[src/rtl/free_list.sv]
// Free list of physical register tags: a circular FIFO popped on dispatch and
// pushed on retirement, with a per-ROB-entry head checkpoint for rollback.
module free_list #(
    parameter int NUM_PR  = 64,
    parameter int NUM_ROB = 8
) (
    input  logic                        clock,
    input  logic                        reset,
    input  logic                        en,
    input  logic                        dispatch_en,
    input  logic [4:0]                  dest_idx,
    input  logic [$clog2(NUM_ROB)-1:0]  ROB_idx,
    input  logic                        retire_en,
    input  logic [$clog2(NUM_PR)-1:0]   Told_idx,
    input  logic                        rollback_en,
    input  logic [$clog2(NUM_ROB)-1:0]  ROB_rollback_idx,
    output logic [$clog2(NUM_PR)-1:0]   T_idx,
    output logic                        T_valid,
    output logic [$clog2(NUM_PR-32):0]  free_count,
    output logic                        empty
);

    localparam int FL_SIZE = NUM_PR - 32;
    localparam int PTR_W   = $clog2(FL_SIZE) + 1;
    localparam int IDX_W   = PTR_W - 1;
    localparam int TAG_W   = $clog2(NUM_PR);

    localparam logic [4:0]       ZERO_ARCH = 5'd31;
    localparam logic [TAG_W-1:0] ZERO_TAG  = TAG_W'(31);

    logic [TAG_W-1:0] fl   [FL_SIZE];
    logic [PTR_W-1:0] ckpt [NUM_ROB];
    logic [PTR_W-1:0] head;
    logic [PTR_W-1:0] tail;
    logic [PTR_W-1:0] head_after_pop;
    logic             full;
    logic             pop;
    logic             push;
    logic             ckpt_we;

    // Pointers carry an extra wrap bit so equal low bits distinguish empty from full.
    assign empty      = (head == tail);
    assign full       = (head[IDX_W-1:0] == tail[IDX_W-1:0]) && (head[PTR_W-1] != tail[PTR_W-1]);
    assign free_count = tail - head;
    assign T_valid    = !empty;
    assign T_idx      = (dispatch_en && dest_idx == ZERO_ARCH) ? ZERO_TAG : fl[head[IDX_W-1:0]];

    assign pop     = en && dispatch_en && (dest_idx != ZERO_ARCH) && !empty && !rollback_en;
    assign push    = en && retire_en && (Told_idx != ZERO_TAG) && !full;
    assign ckpt_we = en && dispatch_en && !rollback_en;

    // The checkpoint captures the head after this instruction's own pop,
    // matching the map-table backup that already includes its new mapping.
    assign head_after_pop = pop ? head + PTR_W'(1) : head;

    // NOTE: sequential state uses non-blocking assignments so every register
    // samples the pre-edge values of the others, independent of statement order.
    always_ff @(posedge clock) begin
        if (!reset) begin
            // NOTE: the tag array is reset because its initial contents (32..NUM_PR-1)
            // are the architecturally meaningful pool of free tags, not don't-cares.
            for (int i = 0; i < FL_SIZE; i++) begin
                fl[i] <= TAG_W'(32 + i);
            end
            for (int r = 0; r < NUM_ROB; r++) begin
                ckpt[r] <= '0;
            end
            head <= '0;
            tail <= PTR_W'(FL_SIZE);
        end else begin
            if (push) begin
                fl[tail[IDX_W-1:0]] <= Told_idx;
                tail                <= tail + PTR_W'(1);
            end
            if (ckpt_we) begin
                ckpt[ROB_idx] <= head_after_pop;
            end
            // Retirement pushes still land during rollback: those tags belong
            // to instructions older than the mispredict.
            if (en && rollback_en) begin
                head <= ckpt[ROB_rollback_idx];
            end else begin
                head <= head_after_pop;
            end
        end
    end

    push_while_full_a : assert property (
        @(posedge clock) disable iff (!reset)
        !(en && retire_en && (Told_idx != ZERO_TAG) && full)
    );

endmodule

[config.mk]
export PLATFORM = sky130hd
export DESIGN_NAME = free_list
export DESIGN_NICKNAME = d
export VERILOG_FILES = /design/src/rtl/free_list.sv
export SDC_FILE = /design/constraint.sdc
export NUM_CORES = 1
export LEC_CHECK = 0
export CORE_MARGIN = 1.5
export CORE_UTILIZATION = 55
export CTS_BUF_LIST = sky130_fd_sc_hd__clkbuf_8
export DETAILED_ROUTE_END_ITERATION = 7
export DONT_BUFFER_PORTS = 1
export PLACE_DENSITY = 0.7
export SYNTH_ARGS = -nofsm -noshare
export SYNTH_HDL_FRONTEND = slang
export SYNTH_SLANG_ARGS = --single-unit
[constraint.sdc]
create_clock -name clock -period 7.5 [get_ports clock]
set_input_delay 1.125 -clock clock [delete_from_list [all_inputs] [get_ports clock]]
set_output_delay 1.125 -clock clock [all_outputs]
set_load 0.02 [all_outputs]
==> metrics.csv, run 1 <==
stage;metric;value;unit
status;status;complete, no violations;
worst_setup_path;crit_path_start_kind;register;
synth;synth-edff-count;240;
cts;cts_root_buf;clkbuf_8;
global_route;grt.total_usage;0.288;
global_route;grt_max_degree;59;
routing;drt-total-wl;31200;um
routing;ant_nets;0;
cts;cts_buffers;41;
hold_path;hold_class;register to register;
finish;final-seq-area;7450;um^2
power_and_ir_drop;power_per_cell_area;229;nW/um^2
synth;yosysSeqAreaShare;0.625;
synth;syn_nets;977;
floorplanning;die_w;150;um
timing;fin_skew;14.9;ps
power_and_ir_drop;power;2.92;mW
timing;min_period;4540;ps
routing;first_iter_violations;820;
synth;netlist_area;11900;um^2
cts;cts_tree;yes;
synth;postSynthCellCount;943;
finish;fin_cells;1238;
synth;synth_compound_area_frac;0.0555;
power_and_ir_drop;leakagePower;3.89;nW
cts;cts_num_sinks;252;
synth;synth_area_per_cell;12.6;um^2
global_route;grt-ovfl-total;0;
timing;rsz0062_at_grt;false;
finish;multi_input_area;4120;um^2
place;dp_hpwl;20400;um
global_route;grt_pass1_wl;47300;um
cts;path_clk_slew;60;ps
worst_setup_path;critPathArrivalTime;3410;ps
timing;maxSlewViolCount;0;
synth;synth_xor_xnor_area_share;0.0131;
cts;cts_hold_buffers;0;
routing;routed_via_density;6.24;
global_route;grt_pass1_vias;7707;
finish;diodes;0;
routing;post_drt_wl_per_cell;25.2;um
synth;synth_top_family_by_area;simple AND/OR/NAND/NOR gates;
place;placed_cells;1164;
synth;synth.area.mux_share;0.124;
synth;yosysUniqueCellTypes;65;
global_route;antenna_found_initial;0;
finish;fill_cells;1659;
finish;syn_to_final_growth;7.06;%
finish;drive_above_1_share;0.123;
synth;synth_flop_cell;edfxtp_1;
synth;synth_top_area_frac;0.605;
worst_setup_path;critPathKind;register to primary output;
timing;holdWs;588;ps
finish;final_nets;966;
synth;yosys.area.top_type;edfxtp_1;
worst_setup_path;setup.worst_path.end_class;primary output;
floorplanning;core;21200;um^2
floorplanning;die-area;22500;um^2
synth;yosysWarnings;0;
timing;relSlewSlack;0.213;
floorplanning;ios;37;
worst_setup_path;cp_top_family;flip-flops;
cts;clock_latency;550;ps
worst_setup_path;crit_slowest_cell;dfxtp_4;
synth;ys_ff_latch;252;
place;place.gp.congestion;0.880;
synth;synth-async-reset-ratio;0;
synth;synth.top_cells.by_area;edfxtp_1 (61%), mux4_2 (7.0%), nor2_1 (5.3%);
place;io_buffer_count;0;
synth;yosys.area_share.adder;0.0122;
cts;cts_resized;0;
worst_setup_path;crit_buf_inv;1;
routing;drc_errors;0;
synth;synth-simple-area-share;0.141;
timing;fmax;0.220;GHz
routing;vias;7729;
cts;cts_setup_buffers;0;
timing;max_slew.worst_pin.slew;1180;ps
worst_setup_path;crit_required;6380;ps
cts;cts_max_path_buffers;3;
floorplanning;die_h;150;um
floorplanning;initial_core_util;0.563;
timing;min_period_over_period;0.605;
worst_setup_path;critPathMaxStageDelay;790;ps
power_and_ir_drop;ir_drop;0.151;mV
job;cap_viol_max_count;0;
timing;hold_violations;0;
cts;h-tree-depth;2;
routing;drt_first_pass_iters;7;
worst_setup_path;path_cells;buf_4 -> mux2i_1 -> a22oi_1 -> a311oi_1 -> o21ai_0 -> and2_1;
finish;final_util;0.603;
timing;setup_tns;0;ps
worst_setup_path;worst-path-max-fanout;40;
floorplanning;num_rows;53;
timing;setup_viol;0;
==> worst register-to-register path, stage by stage, from the launching register on <==
cell	delay, ps
dfxtp_1	500
clkinv_1	650
ha_1	620
nand4_1	280
and4_1	1040
nand2_1	690
nor2_1	260
==> cell usage in the layout (no fill, tap or decap), types with 15 or more instances in the layout <==
| master | count |
|---|---|
| nand2_1 | 156 |
| a22oi_1 | 20 |
| inv_1 | 29 |
| mux2i_1 | 56 |
| a21oi_1 | 15 |
| clkbuf_8 | 44 |
| nor2_1 | 167 |
| mux4_2 | 37 |
| edfxtp_1 | 240 |
| o21ai_0 | 35 |
==> sequential cells by signal, indices dropped and copies added (netlist names) <==
name / count
ckpt: 48
fl: 192
tail: 6
head: 6
==> cells in the mapped netlist, drive strengths merged, types with 3 or more instances <==
cell type,count
and4,3
o22ai,6
xnor2,8
a311oi,5
nand3,10
nand2,157
nor3,6
ha,10
and3,5
nor2,167
a22oi,20
a21oi,15
o21ai,46
and3b,3
dfxtp,12
xor2,3
mux2,5
a211oi,3
and2,7
nand4,8
mux4,37
inv,13
buf,32
edfxtp,240
mux2i,57
nor3b,3
nor2b,6
clkbuf,30
==> worst paths after layout <==
kind                        startpoint                       to  slack [ps]  cells after the start
setup / recovery    head[0]$_SDFF_PN0_                 T_idx[3]        2960                      6
hold / removal    tail[5]$_SDFFE_PN1P_     tail[5]$_SDFFE_PN1P_         590                      2
setup reg to reg    head[2]$_SDFF_PN0_  fl[16][0]$_SDFFCE_PN0P_        3290                      6
hold reg to reg   tail[5]$_SDFFE_PN1P_     tail[5]$_SDFFE_PN1P_         590                      2
==> per-stage QoR <==
stage | instance area [um^2] | worst slack (ps)
final | 12700 | 2960
after global routing | 12700 | 2820
after CTS | 12700 | 2950
after detailed placement | 12000 | 3440
after global placement | 12000 | 3550
after floorplan | 11900 | 4080
==> kinds of logic (layout without fill, tap and decap cells) <==
group	after synthesis	after routing
and+or+nand+nor	388	388
xor gates and xnor gates	11	11
AOI/OAI and AO/OA	106	106
adders and majority gates	11	11
buffers and inverters	76	96
DFF	252	252
muxes	99	99
==> final cells by class <==
type,instances,area share
Multi-Input combinational cell,615,0.323
Clock inverter,30,0.00932
Clock buffer,44,0.0475
Sequential cell,252,0.585
Timing Repair Buffer,8,0.00471
Inverter,14,0.00412
Tap cell,275,0.0270
==> power by group <==
group / total (mW) / internal, mW / switching (mW)
registers: 1.59 / 1.57 / 0.0245
clock network: 1.07 / 0.539 / 0.533
logic: 0.252 / 0.0881 / 0.164
total: 2.92 / 2.20 / 0.722
==> layer usage <==
metal	up-vias	routed length (um)	global-route usage
met5	-	0	0
met4	0	1240	0.120
met3	82	2900	0.0530
met2	402	15300	0.469
met1	3821	11800	0.382
li1	3424	-	-
Note: power is estimated with default switching activity, not from simulation.
==> inputs of run 2 (changes only) <==
--- a/config.mk
+++ b/config.mk
@@ -10,7 +10,7 @@
 export CTS_BUF_LIST = sky130_fd_sc_hd__clkbuf_8
 export DETAILED_ROUTE_END_ITERATION = 7
 export DONT_BUFFER_PORTS = 1
-export PLACE_DENSITY = 0.7
+export PLACE_DENSITY = 0.73
 export SYNTH_ARGS = -nofsm -noshare
 export SYNTH_HDL_FRONTEND = slang
 export SYNTH_SLANG_ARGS = --single-unit
==> constraint.sdc (replaced) <==
create_clock -name clock -period 3.8 [get_ports clock]
set_input_delay 0.57 -clock clock [delete_from_list [all_inputs] [get_ports clock]]
set_output_delay 0.57 -clock clock [all_outputs]
set_load 0.02 [all_outputs]
==> run 2 against run 1 <==
  * Sequential cell count did not move
  * Routed wire length fell by 2.2%
  * Setup slack got worse by 2700 ps
  * Die area did not move
  * Clock skew rose by 9.4 ps
  * Largest cell class unchanged
  * Largest power group unchanged
==> metrics.csv, run 2 (synthesis gave the netlist of run 1 again) <==
stage;metric;value;unit;change
routing;vias;7840;;+1.4%
timing;min_period_over_period;0.940;;
timing;relSlewSlack;0.387;;+0.174
routing;routed_via_density;6.12;;-2.0%
hold_path;hold_class;primary input to register;;
cts;cts_setup_buffers;0;;unchanged
timing;rsz0062_at_grt;false;;
place;placed_cells;1208;;+3.8%
timing;max_slew.worst_pin.slew;916;ps;-265 ps
worst_setup_path;setup.worst_path.end_class;primary output;;
routing;ant_nets;0;;unchanged
global_route;grt_pass1_vias;7907;;+2.6%
finish;largest_reg_flops;192;;unchanged
routing;dr_wl_met2;15100;um;-0.95%
worst_setup_path;critPathArrivalTime;3000;ps;-410 ps
routing;drt-total-wl;30500;um;-2.2%
status;status;complete, no violations;;
floorplanning;num_rows;53;;unchanged
timing;fin_skew;24.3;ps;+9.44 ps
timing;hold_violations;0;;unchanged
timing;min_period;3570;ps;
floorplanning;core;21200;um^2;unchanged
global_route;grt.total_usage;0.281;;-0.00737
finish;largest_registers;fl (192), ckpt (48);;
timing;fmax;0.280;GHz;
finish;final_util;0.620;;+0.0174
place;pre_cts_slack;541;ps;-2900 ps
timing;setup_viol;0;;unchanged
power_and_ir_drop;leakagePower;4.12;nW;+6.0%
worst_setup_path;worst-path-max-fanout;33;;-18%
global_route;grt-ovfl-total;0;;unchanged
floorplanning;die_w;150;um;unchanged
cts;cts_hold_buffers;0;;unchanged
power_and_ir_drop;ir_drop;0.260;mV;+72%
floorplanning;die-area;22500;um^2;unchanged
place;place.gp.congestion;0.911;;+3.5%
timing;setup_ws;227;ps;-2740 ps
finish;fill_cells;1615;;-2.7%
finish;syn_to_final_growth;10.2;%;
routing;route.met3.wl;3020;um;+4.1%
routing;drt_first_pass_iters;5;;-2
finish;fin_cells;1281;;+3.5%
cts;clock_latency;560;ps;about the same
finish;diodes;0;;unchanged
finish;final_nets;1010;;+4.6%
worst_setup_path;crit_required;3230;ps;-3150 ps
cts;h-tree-depth;2;;unchanged
finish;final_cell_mix;edfxtp_1 (240), nor2_1 (167), nand2_1 (156);;
cts;cts_num_sinks;252;;unchanged
cts;cts_max_path_buffers;3;;unchanged
cts;path_clk_slew;60;ps;about the same
power_and_ir_drop;power;5.82;mW;+99%
cts;cts_root_buf;clkbuf_8;;
timing;setup_tns;0;ps;unchanged
routing;first_iter_violations;858;;+4.6%
place;io_buffer_count;0;;unchanged
worst_setup_path;crit_path_start_kind;register;;
routing;post_drt_wl_per_cell;23.8;um;-5.5%
worst_setup_path;critPathKind;register to primary output;;
global_route;grt_pass1_wl;46000;um;-2.6%
routing;m1WireLength;11300;um;-4.1%
finish;regMostFlops;fl;;
floorplanning;initial_core_util;0.563;;unchanged
place;dp_hpwl;19500;um;-4.2%
global_route;antenna_found_initial;0;;unchanged
finish;drive_above_1_share;0.166;;+0.0435
routing;routed.top_layer;met4;;
floorplanning;ios;37;;unchanged
routing;drc_errors;0;;unchanged
global_route;grt_max_degree;76;;+29%
job;cap_viol_max_count;0;;unchanged
cts;cts_tree;yes;;
power_and_ir_drop;power_per_cell_area;443;nW/um^2;+94%
timing;maxSlewViolCount;0;;unchanged
finish;layout_commonest_cell;edfxtp_1;;
floorplanning;die_h;150;um;unchanged
cts;cts_buffers;41;;unchanged
run 2: worst max-delay path, cell delays in order, from the launching register on:
cell	delay [ps]
dfxtp_2	330
buf_4	470
nor2b_2	620
a22oi_1	270
a311oi_1	340
o21ai_0	150
and2_1	270
run 2: routing by layer:
| layer | global-route usage | up-vias |
|---|---|---|
| li1 | - | 3519 |
| met1 | 0.362 | 3818 |
| met2 | 0.469 | 429 |
| met3 | 0.0530 | 74 |
| met4 | 0.115 | 0 |
| met5 | 0 | - |
run 2: cell type report:
type,instances,area (um^2),area share
Multi-Input combinational cell,615,4120,0.314
Tap cell,275,344,0.0262
Clock buffer,45,619,0.0472
Sequential cell,252,7450,0.568
Clock inverter,28,115,0.00878
Timing Repair Buffer,52,415,0.0317
Inverter,14,52.6,0.00401
run 2: path summary, 6_finish.rpt:
kind / startpoint / end / slack (ps) / depth (start not counted)
worst min-delay path: reset / tail[5]$_SDFFE_PN1P_ / 100 / 1
worst max register to register: head[4]$_SDFF_PN0_ / fl[20][5]$_SDFFCE_PN1P_ / 510 / 7
worst max-delay path: head[1]$_SDFF_PN0_ / T_idx[0] / 230 / 6
worst min register to register: tail[5]$_SDFFE_PN1P_ / tail[5]$_SDFFE_PN1P_ / 580 / 2
run 2: through the flow:
stage	hold WS [ps]	cell area [um^2]
floorplan	537	11900
global placement	571	12400
detailed placement	575	12400
CTS	84.5	13100
global route	109	13100
finish	102	13100
run 2: power breakdown:
group | leakage, nW | total (mW) | switching [mW] | internal (mW)
registers | 2.21 | 3.12 | 0.0229 | 3.09
logic | 1.48 | 0.557 | 0.357 | 0.200
clock network | 0.438 | 2.14 | 1.06 | 1.09
run 2: repair_timing:
| item | in CTS | in global routing |
|---|---|---|
| gates resized for setup | 1 | 0 |
| endpoints found under the hold margin | 0 | 0 |
| setup endpoints to repair | 2 | 0 |
==> inputs of run 3 (changes only) <==
--- a/config.mk
+++ b/config.mk
@@ -5,12 +5,14 @@
 export SDC_FILE = /design/constraint.sdc
 export NUM_CORES = 1
 export LEC_CHECK = 0
+export CELL_PAD_IN_SITES_DETAIL_PLACEMENT = 1
+export CELL_PAD_IN_SITES_GLOBAL_PLACEMENT = 1
 export CORE_MARGIN = 1.5
-export CORE_UTILIZATION = 55
+export CORE_UTILIZATION = 49
 export CTS_BUF_LIST = sky130_fd_sc_hd__clkbuf_8
 export DETAILED_ROUTE_END_ITERATION = 7
 export DONT_BUFFER_PORTS = 1
-export PLACE_DENSITY = 0.73
+export PLACE_DENSITY_LB_ADDON = 0.1
 export SYNTH_ARGS = -nofsm -noshare
 export SYNTH_HDL_FRONTEND = slang
 export SYNTH_SLANG_ARGS = --single-unit
==> run 3 against run 2 <==
  * Count of clock-buffer cells in the layout down 2
  * First-iteration DRC count shrank 30%
  * Sequential share of layout area is 0.25 points lower
  * Largest cell class unchanged
  * Core utilization decreased by 6.4 points
  * Via count grew 2.8%
  * Global-route usage is 0.83 points higher
==> metrics.csv, run 3 (synthesis gave the netlist of run 1 again) <==
stage;metric;value;unit;change
finish;syn_to_final_growth;10.6;%;
timing;min_period;3550;ps;-21.5 ps
place;place.gp.congestion;0.954;;+4.7%
cts;path_clk_slew;60;ps;about the same
cts;cts_resized;0;;-1
finish;final_cell_mix;edfxtp_1 (240), nor2_1 (167), nand2_1 (156);;
routing;ant_nets;0;;unchanged
floorplanning;ios;37;;unchanged
timing;maxSlewViolCount;0;;unchanged
finish;largest_registers;fl (192), ckpt (48);;
worst_setup_path;r2r-start;head[4]$_SDFF_PN0_;;
global_route;antenna_found_initial;0;;unchanged
worst_setup_path;critPathMaxStageDelay;520;ps;-100 ps
finish;drive_above_1_share;0.165;;-0.00100
routing;post_drt_wl_per_cell;27.1;um;+14%
worst_setup_path;reg2reg_slack;700;ps;+190 ps
finish;final_util;0.556;;-0.0638
global_route;grt_pass1_vias;8755;;+11%
global_route;grt.total_usage;0.289;;+0.00833
floorplanning;die-area;25200;um^2;+12%
global_route;grt_pass1_wl;54300;um;+18%
floorplanning;initial_core_util;0.503;;-0.0601
worst_setup_path;crit_slowest_cell;dfxtp_2;;
cts;cts_setup_buffers;0;;unchanged
worst_setup_path;crit_required;3230;ps;about the same
floorplanning;num_rows;56;;+5.7%
timing;setup_viol;0;;unchanged
timing;fmax;0.282;GHz;+0.60%
global_route;grt_max_degree;59;;-22%
floorplanning;die_w;159;um;+5.8%
cts;cts_tree;yes;;
worst_setup_path;crit_path_start_kind;register;;
place;dp_hpwl;24400;um;+25%
cts;cts_root_buf;clkbuf_8;;
cts;h-tree-depth;2;;unchanged
cts;cts_hold_buffers;0;;unchanged
power_and_ir_drop;ir_drop;0.326;mV;+26%
floorplanning;die_h;159;um;+5.8%
worst_setup_path;path_cells;buf_4 -> nor2b_1 -> buf_4 -> a22oi_1 -> a21oi_1 -> o22ai_1 -> and2_1;;
finish;multi_input_area;4120;um^2;about the same
worst_setup_path;crit_buf_inv;2;;+1
routing;routed_via_density;6.11;;-0.14%
worst_setup_path;worst-path-max-fanout;25;;-24%
power_and_ir_drop;power_per_cell_area;447;nW/um^2;+0.73%
worst_setup_path;r2r_end;fl[30][5]$_SDFFCE_PN1P_;;
routing;vias;8061;;+2.8%
timing;rsz0062_at_grt;false;;
finish;regMostFlops;fl;;
place;io_buffer_count;0;;unchanged
worst_setup_path;crit_top_cell;buf_4;;
routing;first_iter_violations;601;;-30%
worst_setup_path;setup.worst_path.end_class;primary output;;
timing;max_slew.worst_pin.slew;840;ps;-75.7 ps
job;cap_viol_max_count;0;;unchanged
timing;fin_skew;21.2;ps;-3.13 ps
routing;drt_first_pass_iters;4;;-1
routing;drc_errors;0;;unchanged
worst_setup_path;critPathArrivalTime;2980;ps;-20 ps
worst_setup_path;crit_end;T_idx[2];;
finish;final_nets;1012;;+0.20%
finish;final-seq-area;7450;um^2;unchanged
floorplanning;core;23700;um^2;+12%
worst_setup_path;cp-startpoint;head[1]$_SDFF_PN0_;;
finish;layout_commonest_cell;edfxtp_1;;
timing;setup_ws;249;ps;+21.5 ps
worst_setup_path;critPathKind;register to primary output;;
global_route;grt-ovfl-total;0;;unchanged
timing;min_period_over_period;0.935;;-0.00566
cts;clock_latency;550;ps;about the same
status;status;complete, no violations;;
timing;hold_violations;0;;unchanged
routing;drt-total-wl;35700;um;+17%
hold_path;hold_class;primary input to register;;
timing;setup_tns;0;ps;unchanged
worst_setup_path;cp_top_family;buffers and inverters;;
cts;cts_num_sinks;252;;unchanged
finish;fill_cells;2467;;+53%
finish;largest_reg_flops;192;;unchanged
power_and_ir_drop;leakagePower;4.12;nW;-0.15%
cts;cts_max_path_buffers;3;;unchanged
timing;relSlewSlack;0.436;;+0.0484
cts;cts_buffers;42;;+2.4%
finish;diodes;0;;unchanged
place;pre_cts_slack;784;ps;+244 ps
worst_setup_path;r2r_cells;8;;+1
worst_setup_path;path_depth;7;;+1
[run 3: cell count changes in the layout (fill, tap and decap cells not counted), sizes merged]
cell,before,now
buf,52,53
inv,29,28
clkbuf,45,43
bufinv,0,1
clkinv,12,7
[run 3: per-stage QoR]
step	std cells	instance area, um^2	power [mW]	hold slack, ps
after floorplan	943	11900	3.58	537
after global placement	1253	12500	3.73	574
after detailed placement	1253	12500	3.75	595
after CTS	1319	13200	5.90	77.7
after global routing	1319	13200	6.04	109
final	1319	13200	5.89	109
[run 3: metal layers]
| metal | track usage | wire length [um] | vias to the layer above |
|---|---|---|---|
| li1 | - | - | 3512 |
| met1 | 0.367 | 14400 | 4174 |
| met2 | 0.488 | 17800 | 289 |
| met3 | 0.0580 | 2250 | 86 |
| met4 | 0.114 | 1240 | 0 |
| met5 | 0 | 0 | - |
[run 3: area by class of cell]
cell class / count / area share
Sequential cell: 252 / 0.566
Multi-Input combinational cell: 615 / 0.312
Clock inverter: 23 / 0.00969
Timing Repair Buffer: 53 / 0.0331
Tap cell: 319 / 0.0303
Inverter: 14 / 0.00399
Clock buffer: 43 / 0.0449
[run 3: worst min path at each step]
stage	cells after the start	slack [ps]	from	endpoint
floorplan	2	540	tail[5]$_SDFFE_PN1P_	tail[5]$_SDFFE_PN1P_
global placement	2	570	tail[5]$_SDFFE_PN1P_	tail[5]$_SDFFE_PN1P_
detailed placement	2	590	tail[5]$_SDFFE_PN1P_	tail[5]$_SDFFE_PN1P_
CTS	1	80	reset	tail[5]$_SDFFE_PN1P_
global route	1	110	reset	tail[5]$_SDFFE_PN1P_
finish	1	110	reset	tail[5]$_SDFFE_PN1P_
[run 3: power breakdown]
part           switching [mW]  total (mW)  internal [mW]  leakage, nW
sequential             0.0282        3.12           3.09         2.21
clock                    1.07        2.18           1.11        0.421
combinational           0.377       0.579          0.202         1.49
